### src/rtl/draw_defs.sv
// Shared constants for the line rasteriser: screen size, coordinate widths, colours, FSM encodings.
package draw_defs;

  localparam int XW = 8;
  localparam int YW = 7;
  localparam int CW = 3;

  localparam logic [XW:0] SCREEN_WIDTH  = 9'd160;
  localparam logic [YW:0] SCREEN_HEIGHT = 8'd120;

  localparam logic [CW-1:0] BLACK  = 3'b000;
  localparam logic [CW-1:0] BLUE   = 3'b001;
  localparam logic [CW-1:0] GREEN  = 3'b010;
  localparam logic [CW-1:0] RED    = 3'b100;
  localparam logic [CW-1:0] YELLOW = 3'b110;
  localparam logic [CW-1:0] WHITE  = 3'b111;

  localparam logic [1:0] S_IDLE = 2'd0;
  localparam logic [1:0] S_INIT = 2'd1;
  localparam logic [1:0] S_DRAW = 2'd2;
  localparam logic [1:0] S_DONE = 2'd3;

  localparam logic [XW-1:0] X_ONE = XW'(1);
  localparam logic [YW-1:0] Y_ONE = YW'(1);

  // Pixels outside the visible area still take a DRAW cycle but must not be written.
  function automatic logic on_screen(input logic [XW-1:0] px, input logic [YW-1:0] py);
    return ({1'b0, px} < SCREEN_WIDTH) && ({1'b0, py} < SCREEN_HEIGHT);
  endfunction

endpackage

### src/rtl/line_drawer_bresenham_step.sv
// One combinational Bresenham iteration: both error updates use the incoming err.
module bresenham_step
  import draw_defs::*;
(
  input  logic signed [9:0]  i_err,
  input  logic signed [8:0]  i_dx,
  input  logic signed [8:0]  i_dy,
  input  logic               i_sx_neg,
  input  logic               i_sy_neg,
  input  logic [XW-1:0]      i_x,
  input  logic [YW-1:0]      i_y,
  output logic signed [9:0]  o_err,
  output logic [XW-1:0]      o_x,
  output logic [YW-1:0]      o_y
);

  logic signed [10:0] w_e2;
  logic signed [10:0] w_dx_e;
  logic signed [10:0] w_dy_e;
  logic signed [9:0]  w_dx10;
  logic signed [9:0]  w_dy10;
  logic               w_step_x;
  logic               w_step_y;

  assign w_e2   = {i_err, 1'b0};
  assign w_dx_e = {{2{i_dx[8]}}, i_dx};
  assign w_dy_e = {{2{i_dy[8]}}, i_dy};
  assign w_dx10 = {i_dx[8], i_dx};
  assign w_dy10 = {i_dy[8], i_dy};

  assign w_step_x = (w_e2 >= w_dy_e);
  assign w_step_y = (w_e2 <= w_dx_e);

  assign o_err = i_err + (w_step_x ? w_dy10 : 10'sd0) + (w_step_y ? w_dx10 : 10'sd0);

  assign o_x = w_step_x ? (i_sx_neg ? i_x - X_ONE : i_x + X_ONE) : i_x;
  assign o_y = w_step_y ? (i_sy_neg ? i_y - Y_ONE : i_y + Y_ONE) : i_y;

endmodule

### src/rtl/line_drawer.sv
// Bresenham line rasteriser feeding the 160x120 VGA adapter pixel port, one pixel per clock.
module line_drawer
  import draw_defs::*;
(
  input  logic          i_clk,
  input  logic          i_reset,
  input  logic          i_start,
  input  logic [XW-1:0] i_x0,
  input  logic [YW-1:0] i_y0,
  input  logic [XW-1:0] i_x1,
  input  logic [YW-1:0] i_y1,
  input  logic [CW-1:0] i_colour_in,
  output logic [XW-1:0] o_x,
  output logic [YW-1:0] o_y,
  output logic [CW-1:0] o_colour,
  output logic          o_plot,
  output logic          o_busy,
  output logic          o_done
);

  logic [1:0]        r_state;
  logic [XW-1:0]     r_x0;
  logic [YW-1:0]     r_y0;
  logic [XW-1:0]     r_x1;
  logic [YW-1:0]     r_y1;
  logic [CW-1:0]     r_col;
  logic signed [8:0] r_dx;
  logic signed [8:0] r_dy;
  logic              r_sx_neg;
  logic              r_sy_neg;
  logic signed [9:0] r_err;
  logic [XW-1:0]     r_cx;
  logic [YW-1:0]     r_cy;

  logic [XW-1:0]     r_x;
  logic [YW-1:0]     r_y;
  logic [CW-1:0]     r_colour;
  logic              r_plot;
  logic              r_busy;
  logic              r_done;

  logic [XW-1:0]     w_xdiff;
  logic [YW-1:0]     w_ydiff;
  logic signed [8:0] w_dx;
  logic signed [8:0] w_dy;
  logic signed [9:0] w_err0;
  logic signed [9:0] w_nerr;
  logic [XW-1:0]     w_nx;
  logic [YW-1:0]     w_ny;
  logic              w_at_end;

  // Setup values from the latched endpoints, consumed in INIT only.
  assign w_xdiff = (r_x1 >= r_x0) ? (r_x1 - r_x0) : (r_x0 - r_x1);
  assign w_ydiff = (r_y1 >= r_y0) ? (r_y1 - r_y0) : (r_y0 - r_y1);
  assign w_dx    = {1'b0, w_xdiff};
  assign w_dy    = -$signed({2'b00, w_ydiff});
  assign w_err0  = {w_dx[8], w_dx} + {w_dy[8], w_dy};

  assign w_at_end = (r_cx == r_x1) && (r_cy == r_y1);

  bresenham_step u_step (
    .i_err    (r_err),
    .i_dx     (r_dx),
    .i_dy     (r_dy),
    .i_sx_neg (r_sx_neg),
    .i_sy_neg (r_sy_neg),
    .i_x      (r_cx),
    .i_y      (r_cy),
    .o_err    (w_nerr),
    .o_x      (w_nx),
    .o_y      (w_ny)
  );

  always_ff @(posedge i_clk) begin
    if (i_reset) begin
      r_state  <= S_IDLE;
      r_x0     <= '0;
      r_y0     <= '0;
      r_x1     <= '0;
      r_y1     <= '0;
      r_col    <= '0;
      r_dx     <= '0;
      r_dy     <= '0;
      r_sx_neg <= 1'b0;
      r_sy_neg <= 1'b0;
      r_err    <= '0;
      r_cx     <= '0;
      r_cy     <= '0;
      r_x      <= '0;
      r_y      <= '0;
      r_colour <= '0;
      r_plot   <= 1'b0;
      r_busy   <= 1'b0;
      r_done   <= 1'b0;
    end else begin
      r_plot <= 1'b0;
      r_done <= 1'b0;
      case (r_state)
        S_IDLE: begin
          if (i_start) begin
            r_x0    <= i_x0;
            r_y0    <= i_y0;
            r_x1    <= i_x1;
            r_y1    <= i_y1;
            r_col   <= i_colour_in;
            r_busy  <= 1'b1;
            r_state <= S_INIT;
          end
        end
        S_INIT: begin
          r_dx     <= w_dx;
          r_dy     <= w_dy;
          r_sx_neg <= !(r_x0 < r_x1);
          r_sy_neg <= !(r_y0 < r_y1);
          r_err    <= w_err0;
          r_cx     <= r_x0;
          r_cy     <= r_y0;
          r_state  <= S_DRAW;
        end
        S_DRAW: begin
          r_x      <= r_cx;
          r_y      <= r_cy;
          r_colour <= r_col;
          r_plot   <= on_screen(r_cx, r_cy);
          // Reaching the endpoint is the only exit, so coordinates never wrap.
          if (w_at_end) begin
            r_state <= S_DONE;
          end else begin
            r_err <= w_nerr;
            r_cx  <= w_nx;
            r_cy  <= w_ny;
          end
        end
        S_DONE: begin
          r_busy  <= 1'b0;
          r_done  <= 1'b1;
          r_state <= S_IDLE;
        end
        default: r_state <= S_IDLE;
      endcase
    end
  end

  assign o_x      = r_x;
  assign o_y      = r_y;
  assign o_colour = r_colour;
  assign o_plot   = r_plot;
  assign o_busy   = r_busy;
  assign o_done   = r_done;

endmodule

### config.mk
export PLATFORM = sky130hd
export DESIGN_NAME = line_drawer
export DESIGN_NICKNAME = d
export VERILOG_FILES = /design/src/rtl/draw_defs.sv /design/src/rtl/line_drawer_bresenham_step.sv /design/src/rtl/line_drawer.sv
export SDC_FILE = /design/constraint.sdc
export NUM_CORES = 1
export LEC_CHECK = 0
export ABC_AREA = 1
export BUFFER_PORTS_ARGS = -buffer_cell sky130_fd_sc_hd__buf_2
export CORE_MARGIN = 2
export CORE_UTILIZATION = 25
export DETAILED_ROUTE_END_ITERATION = 10
export SYNTH_ARGS = -nofsm -noshare
export SYNTH_HDL_FRONTEND = slang
export SYNTH_SLANG_ARGS = --single-unit
### constraint.sdc
create_clock -name i_clk -period 10.2 [get_ports i_clk]
set_input_delay 0.51 -clock i_clk [delete_from_list [all_inputs] [get_ports i_clk]]
set_output_delay 0.51 -clock i_clk [all_outputs]
set_load 0.05 [all_outputs]
Word-level counts from Yosys, hierarchy flattened
Index checks and enable logic that the tools add are counted.
- register bits after elaboration: 100
- input port bits: 36
- output and inout bits: 21
- word-level logic and storage cells: 84
- $add $sub $neg: 12
- order comparisons: 8
- eq/ne operators: 10
- multiplexer cells: 20
- bitwise gates (word level): 1
- reductions and logical operators: 14
- operators with widths (kind ; count):
    two-way mux 8 bit ; 5
    two-way mux 7 bit ; 4
    adder 10 bit ; 2
    two-way mux 10 bit ; 2
    one-hot mux 10 bit (2 select lines) ; 1
    one-hot mux 8 bit (2 select lines) ; 1
    subtractor 8 bit ; 2
    one-hot mux 7 bit (2 select lines) ; 1
    subtractor 7 bit ; 2
    >= comparator 11 x 9 -> 1 bit ; 1
    <= comparator 11 x 9 -> 1 bit ; 1
    adder 9 x 9 -> 10 bit ; 1
    negation 7 -> 9 bit ; 1
    adder 8 x 1 -> 8 bit (second input constant) ; 1
    equality test 8 bit ; 1
    >= comparator 8 bit ; 1
    less-than comparator 8 bit ; 1
    less-than comparator 8 bit (second input constant) ; 1
    one-hot mux 2 bit (4 select lines) ; 1
    AND reduction 2 bit ; 4
    subtractor 8 x 1 -> 8 bit (second input constant) ; 1
    adder 7 x 1 -> 7 bit (second input constant) ; 1
    equality test 7 bit ; 1
    >= comparator 7 bit ; 1
    17 further kinds ; 27

Depth between registers and ports, before layout
Gate-level depths: netlist (run 1).
- depth after elaboration: 6
- depth in mapped cells: 27
- depth with buffers taken out: 26

Cells and area by module
Synthesis (run 1) repeated with hierarchy kept, for this count alone.
- cell total of the unflattened synthesis: 1140
- area, all modules: 8007.7 µm²
- modules (own cells, without submodules) (module ; instances ; cells each ; area an instance (µm²) ; sequential area each (µm²)):
    line_drawer ; 1 ; 826 ; 5962.0 ; 2001.9
    bresenham_step ; 1 ; 314 ; 2045.7 ; 0.0

Worst setup path before layout (run 1)
OpenSTA, ideal clock, no wires.
- kind: register to register
- start: reg r_dy[8]
- end: reg r_err[9]
- library setup time: 117 ps
- arrival time: 3189 ps
- required time: 10083 ps
- setup slack: 6894 ps
- stages on the path, launching flop included: 25
- buffers on the path: 0
- clock period less this slack: 3306 ps
- cell sequence: dfxtp_1 -> inv_1 -> ha_1 -> nand2_1 -> inv_1 -> a21oi_1 -> nand3_1 -> nand2_1 -> nand2_1 -> inv_1 -> nor2_1 -> fa_1 -> ha_1 -> inv_1 -> fa_1 -> inv_1 -> nand3_1 -> nand2_1 -> nand4_1 -> o211ai_1 -> nand3_1 -> nand2_1 -> nor2_1 -> nor2_1 -> nor2_1
- longest elaborated chain between the ends: 6
- RTL lines (what ; line ; text):
    start: declaration ; line_drawer.sv:28 ; logic signed [8:0] r_dy;
    start signal: assignment ; line_drawer.sv:112 ; r_dy <= w_dy;
    >= comparator 11 x 9 -> 1 bit ; line_drawer_bresenham_step.sv:31 ; assign w_step_x = (w_e2 >= w_dy_e);
    two-way mux 10 bit * ; line_drawer_bresenham_step.sv:34 ; assign o_err = i_err + (w_step_x ? w_dy10 : 10'sd0) + (w_step_y ? w_dx10 : 10'sd0);
    adder 10 bit * (2 in series) ; line_drawer_bresenham_step.sv:34 ;
    two-way mux 10 bit * ; line_drawer.sv:126 ; if (w_at_end) begin
    one-hot mux 10 bit (2 select lines) * ; line_drawer.sv:98 ; case (r_state)
    end signal: assignment ; line_drawer.sv:115 ; r_err <= w_err0;
    end signal: assignment ; line_drawer.sv:129 ; r_err <= w_nerr;
    end: declaration ; line_drawer.sv:31 ; logic signed [9:0] r_err;
Mark *: on every way between the ends. The rest lies on a longest branch, timed or not. The select of a mux whose other input is x is not followed.
A chain may end at the register's enable or synchronous reset.

Final worst setup path (run 1)
- start: reg r_y0[1]
- end: reg r_err[7]
- longest elaborated chain between the ends: 5
- elaborated cells on any way between the ends: 7
- those cells by class: 4 x add/sub; 1 x order compare; 2 x mux
- RTL lines (what ; line ; text):
    start: declaration ; line_drawer.sv:23 ; logic [YW-1:0] r_y0;
    start signal: assignment ; line_drawer.sv:102 ; r_y0 <= i_y0;
    subtractor 7 bit / >= comparator 7 bit (equally long branches) ; line_drawer.sv:54 ; assign w_ydiff = (r_y1 >= r_y0) ? (r_y1 - r_y0) : (r_y0 - r_y1);
    two-way mux 7 bit * ; line_drawer.sv:54 ;
    negation 7 -> 9 bit * ; line_drawer.sv:56 ; assign w_dy = -$signed({2'b00, w_ydiff});
    named net w_dy[4] ; line_drawer.sv:45 ; logic signed [8:0] w_dy;
    adder 9 x 9 -> 10 bit * ; line_drawer.sv:57 ; assign w_err0 = {w_dx[8], w_dx} + {w_dy[8], w_dy};
    one-hot mux 10 bit (2 select lines) * ; line_drawer.sv:98 ;
Mark *: on every way through the listed nets, which the timed path passes. The rest lies on a longest branch.

==> impl_results.rst, run 1 <==
.. list-table::
   :header-rows: 1

   * - Metric
     - Value
   * - Layout Area Growth over Synthesis
     - 13.3%
   * - Cell count after synthesis
     - between 1000 and 1500
   * - Relative slew slack
     - between 60% and 70%
   * - Outcome
     - finished, final reports clean
   * - Sink Count
     - 100
   * - R2r endpoint
     - r_err[7]
   * - Sum of met3 wire segment lengths after detailed routing
     - ~650 um
   * - Worst min-delay path category
     - in -> reg
   * - Global-route usage over all layers
     - between 10 and 15%
   * - Cell Area, Placed
     - around 0.0081 mm2
   * - Reg2reg path depth
     - 22
   * - Max clock buf depth
     - 2
   * - DPL Wire Length
     - between 15000 and 20000 um
   * - Max FO, Critical Path
     - 6
   * - Non-Filler Cell Area, Final
     - roughly 0.0085 mm2
   * - Most common library cells after synthesis
     - 183 x sky130_fd_sc_hd__nand2_1, 152 x sky130_fd_sc_hd__inv_1, 121 x sky130_fd_sc_hd__o21ai_0
   * - Overflow left after global routing
     - 0
   * - Share of async-settable or async-resettable flops after synthesis
     - 0%
   * - Deepest level of the CTS H-tree
     - 3
   * - Maximum number of pins on one net before global-route repair
     - 61
   * - Uppermost routed layer
     - met4
   * - Most repeated cell in the gate-level netlist after synthesis
     - sky130_fd_sc_hd__nand2_1
   * - Placer congestion estimate
     - just under 0.9
   * - Routed length on met2
     - between 10000 and 15000 um
   * - CTS-repair resized insts
     - 0
   * - Later-pin clock latency in the skew report
     - ~0.37 ns
   * - Number of optimization iterations in the first detailed-route pass
     - 5
   * - Via count of the first global-routing pass
     - around 6700
   * - Final count of negative-setup-slack endpoints
     - 0
   * - Highest clock rate
     - around 260 MHz
   * - WP data arrival
     - ~4.2 ns
   * - Count of final max-slew check failures
     - 0
   * - Fillcell total
     - 3273
   * - Mean area per synthesized cell
     - slightly above 7 um2
   * - Longest individual stage delay on the worst path
     - approximately 0.45 ns
   * - Share of layout cells above drive strength 1
     - between 10% and 20%
   * - Endpoint, Worst Hold
     - r_col[0]
   * - Launch instance of the worst min-delay path
     - i_colour_in[0]
   * - Seq cells post-synth
     - 100
   * - Port Buffer Count
     - 56
   * - Horizontal die dimension
     - around 180 um
   * - CP top delay family
     - compound AO/OA/AOI/OAI gates
   * - Reg2reg setup slack
     - 6.28 ns
   * - Initial drt markers
     - between 300 and 400
   * - Core Footprint
     - slightly below 0.03 mm2
   * - Top cells by area in the synthesized netlist
     - sky130_fd_sc_hd__dfxtp_1 27%, sky130_fd_sc_hd__ha_1 13%, sky130_fd_sc_hd__nand2_1 9.2%
   * - I/O pin total
     - 57
   * - Total number of vias
     - slightly below 7000
   * - Setup repair after global routing missed its margin
     - no
   * - Number of vias per cell after detailed routing
     - ~4.6
   * - Count of flip-flops with a built-in enable after synthesis
     - 0
   * - CTS tree
     - done
   * - Post-Route M1 WL
     - roughly 9200 um
   * - Critical R2R Launch
     - r_y0[1]
   * - Data required time of the worst path
     - between 10 and 15 ns
   * - Max-capacitance violation count
     - 0
   * - Minimum hold slack
     - roughly 0.4 ns
   * - Global-route wire length before repair
     - 33600 um
   * - Post-CTS Setup Repair Bufs
     - 0
   * - Total standard cell area after synthesis
     - 0.00748 mm2
   * - Total negative slack
     - 0 ns
   * - Slowest cell on the critical path
     - sky130_fd_sc_hd__dfxtp_1
   * - Post-route ant nets
     - 0
   * - Die area
     - approximately 0.031 mm2
   * - Type of the setup path with the least slack
     - reg -> reg
   * - Crit end category
     - register
   * - Remaining design rule violation count
     - 0
   * - Count of cell types in the netlist
     - 50
   * - Initial core utilization
     - 25.3%
   * - Hold Crit Depth
     - 3
   * - Cell Chain, Critical Path
     - inv_1 > ha_1 > nand2_1 > nor2_1 > nand2_2 > nand3b_2 > nor2_4 > nand2_1 > o21ai_2 > inv_1 > ha_1 > nand3_1 > nor2_4 > xor2_1 > ha_1 > a21oi_1 > inv_1 > a31oi_1 > o21ai_0 > a21oi_1 > o21ai_0 > a21oi_1
   * - Worst clock skew
     - approximately 0.014 ns
   * - Crit path buf inv count
     - 3
   * - Tmin final
     - 3.92 ns
   * - Antenna cells
     - 0
   * - Largest area contributor in the netlist
     - sky130_fd_sc_hd__dfxtp_1
   * - TritonCTS buffer count
     - 9
   * - Final worst path period share
     - about two fifths
   * - Kind of launch point of the worst setup path
     - register
   * - Root Buffer Master
     - sky130_fd_sc_hd__clkbuf_16
   * - Placement row count
     - 63
   * - Actual slew at the worst max-slew pin
     - approximately 0.6 ns
   * - Clk pin slew, worst setup/hold paths
     - about 0.08 ns
   * - Flip-flop cell with the highest count after synthesis
     - sky130_fd_sc_hd__dfxtp_1
   * - Register area share after synthesis
     - approximately 27%
   * - Count of nets after finishing
     - around 1200
   * - Chip height
     - 177 um
   * - Final hold violation count
     - 0
   * - Count of yosys warnings during synthesis
     - 0
   * - Final WL
     - 20700 um
   * - WL per Instance
     - between 10 and 15 um
   * - Yosys top cell area share
     - a little over a quarter
   * - Antenna violations before repair
     - 0
   * - Cts-stage hold buffer count
     - 0
   * - Mapped Nets
     - ~1200
layout make-up:
class / count / area (um2) / share of cell area (%)
clock buffers: 9 / 225 / 2.66
clock inverters: 7 / 114 / 1.34
inverters: 157 / 589 / 6.96
multi-input cells: 764 / 4740 / 55.9
flip-flops and latches: 100 / 2000 / 23.6
well taps: 390 / 488 / 5.76
repair buffers: 61 / 318 / 3.75
worst max path at each step:
stage,startpoint,to,depth (start not counted)
final,r_y0[1],r_err[7],22
after global routing,r_y0[1],r_err[7],22
after CTS,r_y0[1],r_err[7],22
after detailed placement,r_y0[1],r_err[7],22
after global placement,r_y0[1],r_err[7],22
after floorplan,r_dy[8],r_err[9],24
worst register-to-register path: cells and delay by family, from the launching register on:
kind	cells	cell delay (ns)
AND/OR/NAND/NOR	8	0.81
buffers and inverters	3	0.27
adder cells (fa/ha/maj)	3	0.93
XOR/XNOR	1	0.29
flip-flops	1	0.45
AO/OA/AOI/OAI	7	1.14
cells by family after synthesis:
logic type	count (synthesis)	share of synthesized area [%]
AND/OR/NAND/NOR	348	20.7
AO/OA/AOI/OAI	277	19.9
multiplexers	1	0.134
flip-flops	100	26.8
XOR/XNOR	42	4.92
adder cells (fa/ha/maj)	96	17.7
buffers and inverters	192	9.92
metrics by stage:
stage	setup WS, ns	instances	utilization, %
after floorplan	6.89	1056	-
after global placement	6.30	1472	27.5
after detailed placement	6.34	1472	27.5
after CTS	6.30	1488	28.7
after global routing	5.89	1488	28.7
final	6.28	1488	28.7
state kept, by name, summed over array words and instances, names as in the netlist, 3 cells and up:
register and cells:
r_err 10, r_dy 9, o_x 8, r_cx 8
r_dx 8, r_x0 8, r_x1 8, o_y 7
r_cy 7, r_y0 7, r_y1 7, o_colour 3
r_col 3
layer usage:
layer | up-vias | global-route usage, %
li1 | 3538 | -
met1 | 3185 | 16.7
met2 | 118 | 23.7
met3 | 34 | 1.68
met4 | 0 | 6.13
met5 | - | 0
cells in the final DEF (no fill, tap or decap), drive strengths merged, types with 4 or more instances in the layout:
cell type and n:
nand2 197, inv 161, o21ai 129, a21oi 122
dfxtp 100, nor2 88, ha 80, buf 61
nand3 31, xor2 23, xnor2 19, nand4 17
fa 16, clkbuf 9, o211ai 6, a31oi 5
nand3b 5, or2 4
Power of run 1 is left out: the tool's default activity adds up to more than one toggle a clock period on the data nets, which glitch-free logic cannot reach.
==> run 2: changes to the inputs <==
==> constraint.sdc (replaced) <==
create_clock -name i_clk -period 3.97 [get_ports i_clk]
set_input_delay 0.1985 -clock i_clk [delete_from_list [all_inputs] [get_ports i_clk]]
set_output_delay 0.1985 -clock i_clk [all_outputs]
set_load 0.05 [all_outputs]
==> impl_results.rst, run 2 (same netlist as run 1, synthesis figures left out) <==
.. list-table::
   :header-rows: 1

   * - Metric
     - Value
   * - Fillcell total
     - 3225 (-1.5%)
   * - Total number of vias
     - 6965 (+1.3%)
   * - Crit end category
     - register
   * - Combined flip-flop and latch cell area
     - 0.00201 mm2 (+0.25%)
   * - Worst clock skew
     - 0.0123 ns (-0.00212 ns)
   * - Final hold violation count
     - 0 (unchanged)
   * - Worst min-delay path category
     - in -> reg
   * - Port Buffer Count
     - 56 (unchanged)
   * - Core Footprint
     - 0.0296 mm2 (unchanged)
   * - Global-route usage over all layers
     - 13.7% (+0.070 points)
   * - Final count of negative-setup-slack endpoints
     - 0 (unchanged)
   * - Antenna cells
     - 0 (unchanged)
   * - Initial drt markers
     - 332 (-11%)
   * - Most frequent cells in the layout
     - 182 x sky130_fd_sc_hd__nand2_1, 149 x sky130_fd_sc_hd__inv_1, 120 x sky130_fd_sc_hd__o21ai_0
   * - Count of final max-slew check failures
     - 0 (unchanged)
   * - Kind of launch point of the worst setup path
     - register
   * - I/O pin total
     - 57 (unchanged)
   * - Via count of the first global-routing pass
     - 6821 (+2.4%)
   * - Final worst path period share
     - 92.4% (+54 points)
   * - Chip height
     - 177 um (unchanged)
   * - Number of optimization iterations in the first detailed-route pass
     - 5 (unchanged)
   * - Sink Count
     - 100 (unchanged)
   * - Count of nets after finishing
     - 1236 (+0.90%)
   * - Most common cell after layout, fill and taps aside
     - sky130_fd_sc_hd__nand2_1
   * - Register name with the most flops
     - r_err
   * - Highest clock rate
     - 273 MHz (+6.9%)
   * - Placer congestion estimate
     - 0.892 (+0.34%)
   * - Max FO, Critical Path
     - 7 (+1)
   * - WP data arrival
     - 3.97 ns (-0.24 ns)
   * - Number of cells in the finished layout apart from fillers
     - 1499 (+0.74%)
   * - Max-capacitance violation count
     - 0 (unchanged)
   * - Initial core utilization
     - 25.3% (unchanged)
   * - Relative slew slack
     - 41.7% (-19 points)
   * - Number of flip-flops under the largest register name
     - 10 (unchanged)
   * - Share of layout cells above drive strength 1
     - 13.1% (+2.1 points)
   * - Post-placement cell count
     - 1477 (+0.34%)
   * - Antenna violations before repair
     - 0 (unchanged)
   * - Later-pin clock latency in the skew report
     - 0.37 ns (about the same)
   * - Remaining design rule violation count
     - 0 (unchanged)
   * - Final WL
     - 21000 um (+1.4%)
   * - Number of vias per cell after detailed routing
     - 4.65 (+0.57%)
   * - Placement row count
     - 63 (unchanged)
   * - Post-route ant nets
     - 0 (unchanged)
   * - Horizontal die dimension
     - 177 um (unchanged)
   * - Layout Area Growth over Synthesis
     - 15.6%
   * - Root Buffer Master
     - sky130_fd_sc_hd__clkbuf_16
   * - Setup repair after global routing missed its margin
     - no
   * - Global-route wire length before repair
     - 34000 um (+1.1%)
   * - Registers with the most flip-flops
     - r_err x10, r_dy x9
   * - Minimum hold slack
     - 0.0835 ns (-0.310 ns)
   * - Overflow left after global routing
     - 0 (unchanged)
   * - Tmin final
     - 3.67 ns (-0.252 ns)
   * - Actual slew at the worst max-slew pin
     - 0.874 ns (+0.284 ns)
   * - WL per Instance
     - 14.0 um (+0.70%)
   * - Maximum number of pins on one net before global-route repair
     - 61 (unchanged)
   * - Clk pin slew, worst setup/hold paths
     - 0.07 ns (about the same)
   * - Data required time of the worst path
     - 4.27 ns (-6.23 ns)
   * - DPL Wire Length
     - 16100 um (+0.61%)
   * - TritonCTS buffer count
     - 9 (unchanged)
   * - Type of the setup path with the least slack
     - reg -> reg
   * - CTS tree
     - done
   * - Die area
     - 0.0313 mm2 (unchanged)
   * - Outcome
     - finished, final reports clean
   * - Deepest level of the CTS H-tree
     - 3 (unchanged)
   * - Max clock buf depth
     - 2 (unchanged)
   * - Combined area of the multi-input logic cells
     - 0.00488 mm2 (+3.0%)
run 2: metal layers:
| layer | vias to the layer above | track usage (%) | routed length, um |
|---|---|---|---|
| met2 | 159 | 24.3 | 10200 |
| li1 | 3557 | - | - |
| met3 | 45 | 1.61 | 738 |
| met4 | 0 | 6.78 | 810 |
| met1 | 3204 | 16.2 | 9290 |
| met5 | - | 0 | 0 |
run 2: cell type report:
type	instances	area share, %
clock inverters	5	0.506
multi-input cells	764	56.4
well taps	390	5.64
flip-flops and latches	100	23.2
clock buffers	11	2.81
inverters	157	6.82
repair buffers	72	4.63
run 2: metrics by stage:
step	util (%)	TNS, ns	area, um2	worst slack, ns
after detailed placement	27.6	-0.0299	8170	-0.0299
after CTS	28.7	0	8470	0.00656
after global routing	29.3	0	8650	0.00306
after floorplan	-	0	7480	0.664
final	29.3	0	8650	0.303
after global placement	27.6	0	8170	0.0215
run 2: worst paths after layout:
check | startpoint | end | slack, ns | cells after the start
worst max-delay path | r_y0[6] | r_err[7] | 0.30 | 20
worst max register to register | r_y0[6] | r_err[7] | 0.30 | 20
worst min register to register | o_y[0] | o_y[0] | 0.46 | 2
worst min-delay path | i_colour_in[1] | r_col[1] | 0.08 | 3
run 2: critical path, stage by stage (launching register included):
cell,delay [ns]
sky130_fd_sc_hd__dfxtp_1,0.33
sky130_fd_sc_hd__inv_1,0.10
sky130_fd_sc_hd__ha_4,0.29
sky130_fd_sc_hd__nand2_1,0.06
sky130_fd_sc_hd__nand2_1,0.08
sky130_fd_sc_hd__nand3b_2,0.24
sky130_fd_sc_hd__nor2_4,0.19
sky130_fd_sc_hd__nand2_1,0.09
sky130_fd_sc_hd__o21ai_2,0.12
sky130_fd_sc_hd__inv_1,0.07
sky130_fd_sc_hd__ha_1,0.22
sky130_fd_sc_hd__xor2_2,0.27
sky130_fd_sc_hd__inv_1,0.08
sky130_fd_sc_hd__ha_1,0.34
sky130_fd_sc_hd__a21oi_1,0.18
sky130_fd_sc_hd__nand2_1,0.12
sky130_fd_sc_hd__a31oi_2,0.19
sky130_fd_sc_hd__o21ai_0,0.15
sky130_fd_sc_hd__a21oi_1,0.18
sky130_fd_sc_hd__o21ai_1,0.16
sky130_fd_sc_hd__a21oi_1,0.15
run 2: repair_timing:
action / CTS / global route
hold buffers: 0 / 0
gates resized for setup: 2 / 24
cloned: 0 / 0
hold endpoints to repair: 0 / 0
buffers inserted: 0 / 6
pin swaps: 0 / 4
endpoints found under the setup margin: 1 / 5
Power of run 2 is left out for the same reason.
==> run 3: changes to the inputs <==
--- a/config.mk
+++ b/config.mk
@@ -7,9 +7,12 @@
 export LEC_CHECK = 0
 export ABC_AREA = 1
 export BUFFER_PORTS_ARGS = -buffer_cell sky130_fd_sc_hd__buf_2
+export CELL_PAD_IN_SITES_DETAIL_PLACEMENT = 1
+export CELL_PAD_IN_SITES_GLOBAL_PLACEMENT = 1
 export CORE_MARGIN = 2
 export CORE_UTILIZATION = 25
 export DETAILED_ROUTE_END_ITERATION = 10
+export PLACE_DENSITY = 0.56
 export SYNTH_ARGS = -nofsm -noshare
 export SYNTH_HDL_FRONTEND = slang
 export SYNTH_SLANG_ARGS = --single-unit
==> impl_results.rst, run 3 (same netlist as run 1, synthesis figures left out) <==
.. list-table::
   :header-rows: 1

   * - Metric
     - Value
   * - Most common cell after layout, fill and taps aside
     - sky130_fd_sc_hd__nand2_1
   * - Number of flip-flops under the largest register name
     - 10 (unchanged)
   * - Tmin final
     - 3.68 ns (+0.0175 ns)
   * - Data required time of the worst path
     - 4.26 ns (about the same)
   * - Port Buffer Count
     - 56 (unchanged)
   * - Global-route wire length before repair
     - 40000 um (+18%)
   * - Clk pin slew, worst setup/hold paths
     - 0.08 ns (about the same)
   * - Core Footprint
     - 0.0296 mm2 (unchanged)
   * - Antenna violations before repair
     - 0 (unchanged)
   * - Placement row count
     - 63 (unchanged)
   * - Busiest layer in global routing
     - met2
   * - DPL Wire Length
     - 19300 um (+20%)
   * - Final hold violation count
     - 0 (unchanged)
   * - Horizontal die dimension
     - 177 um (unchanged)
   * - Count of final max-slew check failures
     - 0 (unchanged)
   * - Post-route ant nets
     - 0 (unchanged)
   * - Actual slew at the worst max-slew pin
     - 0.909 ns (+0.0357 ns)
   * - Max-capacitance violation count
     - 0 (unchanged)
   * - Critical R2R Launch
     - r_dy[2]
   * - Overflow left after global routing
     - 0 (unchanged)
   * - Root Buffer Master
     - sky130_fd_sc_hd__clkbuf_16
   * - Beginning of the critical path
     - r_dy[2]
   * - Worst clock skew
     - 0.00759 ns (-0.00473 ns)
   * - Worst min-delay path category
     - in -> reg
   * - Remaining design rule violation count
     - 0 (unchanged)
   * - Placer congestion estimate
     - 0.832 (-6.7%)
   * - Final WL
     - 24800 um (+18%)
   * - WP data arrival
     - 3.98 ns (about the same)
   * - Minimum hold slack
     - 0.0821 ns (-0.00142 ns)
   * - Kind of launch point of the worst setup path
     - register
   * - Deepest level of the CTS H-tree
     - 3 (unchanged)
   * - Maximum number of pins on one net before global-route repair
     - 56 (-8.2%)
   * - Die area
     - 0.0313 mm2 (unchanged)
   * - Cell Area, Placed
     - 0.00823 mm2 (+0.77%)
   * - Global-route usage over all layers
     - 16.4% (+2.8 points)
   * - TritonCTS buffer count
     - 9 (unchanged)
   * - Later-pin clock latency in the skew report
     - 0.37 ns (about the same)
   * - Most frequent cells in the layout
     - 180 x sky130_fd_sc_hd__nand2_1, 148 x sky130_fd_sc_hd__inv_1, 120 x sky130_fd_sc_hd__o21ai_0
   * - Met1 usage
     - 20.9% (+4.7 points)
   * - Max FO, Critical Path
     - 5 (-2)
   * - Global Route met2 Usage
     - 29.3% (+5.0 points)
   * - R2r endpoint
     - r_err[6]
   * - CTS tree
     - done
   * - Total number of vias
     - 6968 (+0.043%)
   * - Relative slew slack
     - 39.2% (-2.5 points)
   * - Total negative slack
     - 0 ns (unchanged)
   * - Layout Area Growth over Synthesis
     - 17.8%
   * - Final count of negative-setup-slack endpoints
     - 0 (unchanged)
   * - Number of optimization iterations in the first detailed-route pass
     - 4 (-1)
   * - Fillcell total
     - 3702 (+15%)
   * - I/O pin total
     - 57 (unchanged)
   * - Combined flip-flop and latch cell area
     - 0.00201 mm2 (about the same)
   * - Register name with the most flops
     - r_err
   * - Type of the setup path with the least slack
     - reg -> reg
   * - Count of nets after finishing
     - 1248 (+0.97%)
   * - Number of vias per cell after detailed routing
     - 4.61 (-0.75%)
   * - Antenna cells
     - 0 (unchanged)
   * - Combined area of the multi-input logic cells
     - 0.00493 mm2 (+1.0%)
   * - WL per Instance
     - 16.4 um (+17%)
   * - Non-Filler Cell Area, Final
     - 0.00881 mm2 (+1.9%)
   * - Final worst path period share
     - 92.8% (+0.44 points)
   * - Initial drt markers
     - 273 (-18%)
   * - Reg2reg path depth
     - 23 (+15%)
   * - Initial core utilization
     - 25.3% (unchanged)
   * - Crit end category
     - register
   * - Sink Count
     - 100 (unchanged)
   * - Share of layout cells above drive strength 1
     - 15.4% (+2.4 points)
   * - Highest clock rate
     - 271 MHz (-0.47%)
   * - Cts-stage hold buffer count
     - 0 (unchanged)
   * - Chip height
     - 177 um (unchanged)
   * - Max clock buf depth
     - 2 (unchanged)
   * - Registers with the most flip-flops
     - r_err x10, r_dy x9
   * - Reg2reg setup slack
     - 0.29 ns (-0.02 ns)
   * - Endpoint of the most critical setup path
     - r_err[6]
   * - Via count of the first global-routing pass
     - 7282 (+6.8%)
   * - Outcome
     - finished, final reports clean
   * - Fraction of met3 tracks used by global routing
     - 1.95% (+0.34 points)
[run 3: through the flow]
step | instances | setup slack (ns) | util [%]
final | 1511 | 0.285 | 29.8
after detailed placement | 1485 | 0.0312 | 27.9
after CTS | 1501 | 0.0306 | 28.9
after global placement | 1485 | 0.0209 | 27.9
after global routing | 1511 | -0.0181 | 29.8
after floorplan | 1056 | 0.664 | -
[run 3: layout make-up]
cell class	instances	area share, %
well taps	390	5.54
multi-input cells	764	55.9
clock buffers	9	2.56
flip-flops and latches	100	22.8
repair buffers	84	5.57
clock inverters	7	0.909
inverters	157	6.69
[run 3: metal layers]
layer / share of wire, % / up-vias / wire, um
li1: - / 3575 / -
met1: 47 / 3292 / 11600
met2: 49 / 75 / 12200
met3: 2.2 / 26 / 537
met4: 1.8 / 0 / 435
met5: 0 / - / 0
[run 3: worst min-delay path by stage]
stage / startpoint / end / cells past startpoint
detailed placement: i_colour_in[0] / r_col[0] / 3
finish: i_colour_in[0] / r_col[0] / 3
global placement: i_colour_in[1] / r_col[1] / 3
CTS: i_colour_in[0] / r_col[0] / 3
floorplan: i_colour_in[0] / r_col[0] / 2
global route: i_colour_in[2] / r_col[2] / 3
[run 3: what timing repair did]
item | CTS | global route
setup buffers | 0 | 10
pin swaps | 0 | 13
setup endpoints to repair | 2 | 6
resized for setup | 1 | 39
[run 3: worst max-delay path: stages (launching register included)]
cell                      delay (ns)
sky130_fd_sc_hd__dfxtp_1        0.33
sky130_fd_sc_hd__inv_1          0.05
sky130_fd_sc_hd__ha_1           0.33
sky130_fd_sc_hd__a21oi_2        0.14
sky130_fd_sc_hd__o21ai_0        0.08
sky130_fd_sc_hd__buf_4          0.14
sky130_fd_sc_hd__nand2_1        0.07
sky130_fd_sc_hd__nand3_1        0.08
sky130_fd_sc_hd__nand2_1        0.10
sky130_fd_sc_hd__nand2_2        0.08
sky130_fd_sc_hd__inv_2          0.09
sky130_fd_sc_hd__nor2_2         0.05
sky130_fd_sc_hd__fa_1           0.57
sky130_fd_sc_hd__ha_4           0.23
sky130_fd_sc_hd__a21oi_1        0.14
sky130_fd_sc_hd__nand2_1        0.13
sky130_fd_sc_hd__nand2_1        0.10
sky130_fd_sc_hd__nand2_1        0.05
sky130_fd_sc_hd__a21oi_1        0.15
sky130_fd_sc_hd__xor2_1         0.31
sky130_fd_sc_hd__nand2_1        0.08
sky130_fd_sc_hd__o21ai_0        0.09
sky130_fd_sc_hd__nand2_1        0.07
sky130_fd_sc_hd__a21oi_1        0.15
Power of run 3 is left out for the same reason.
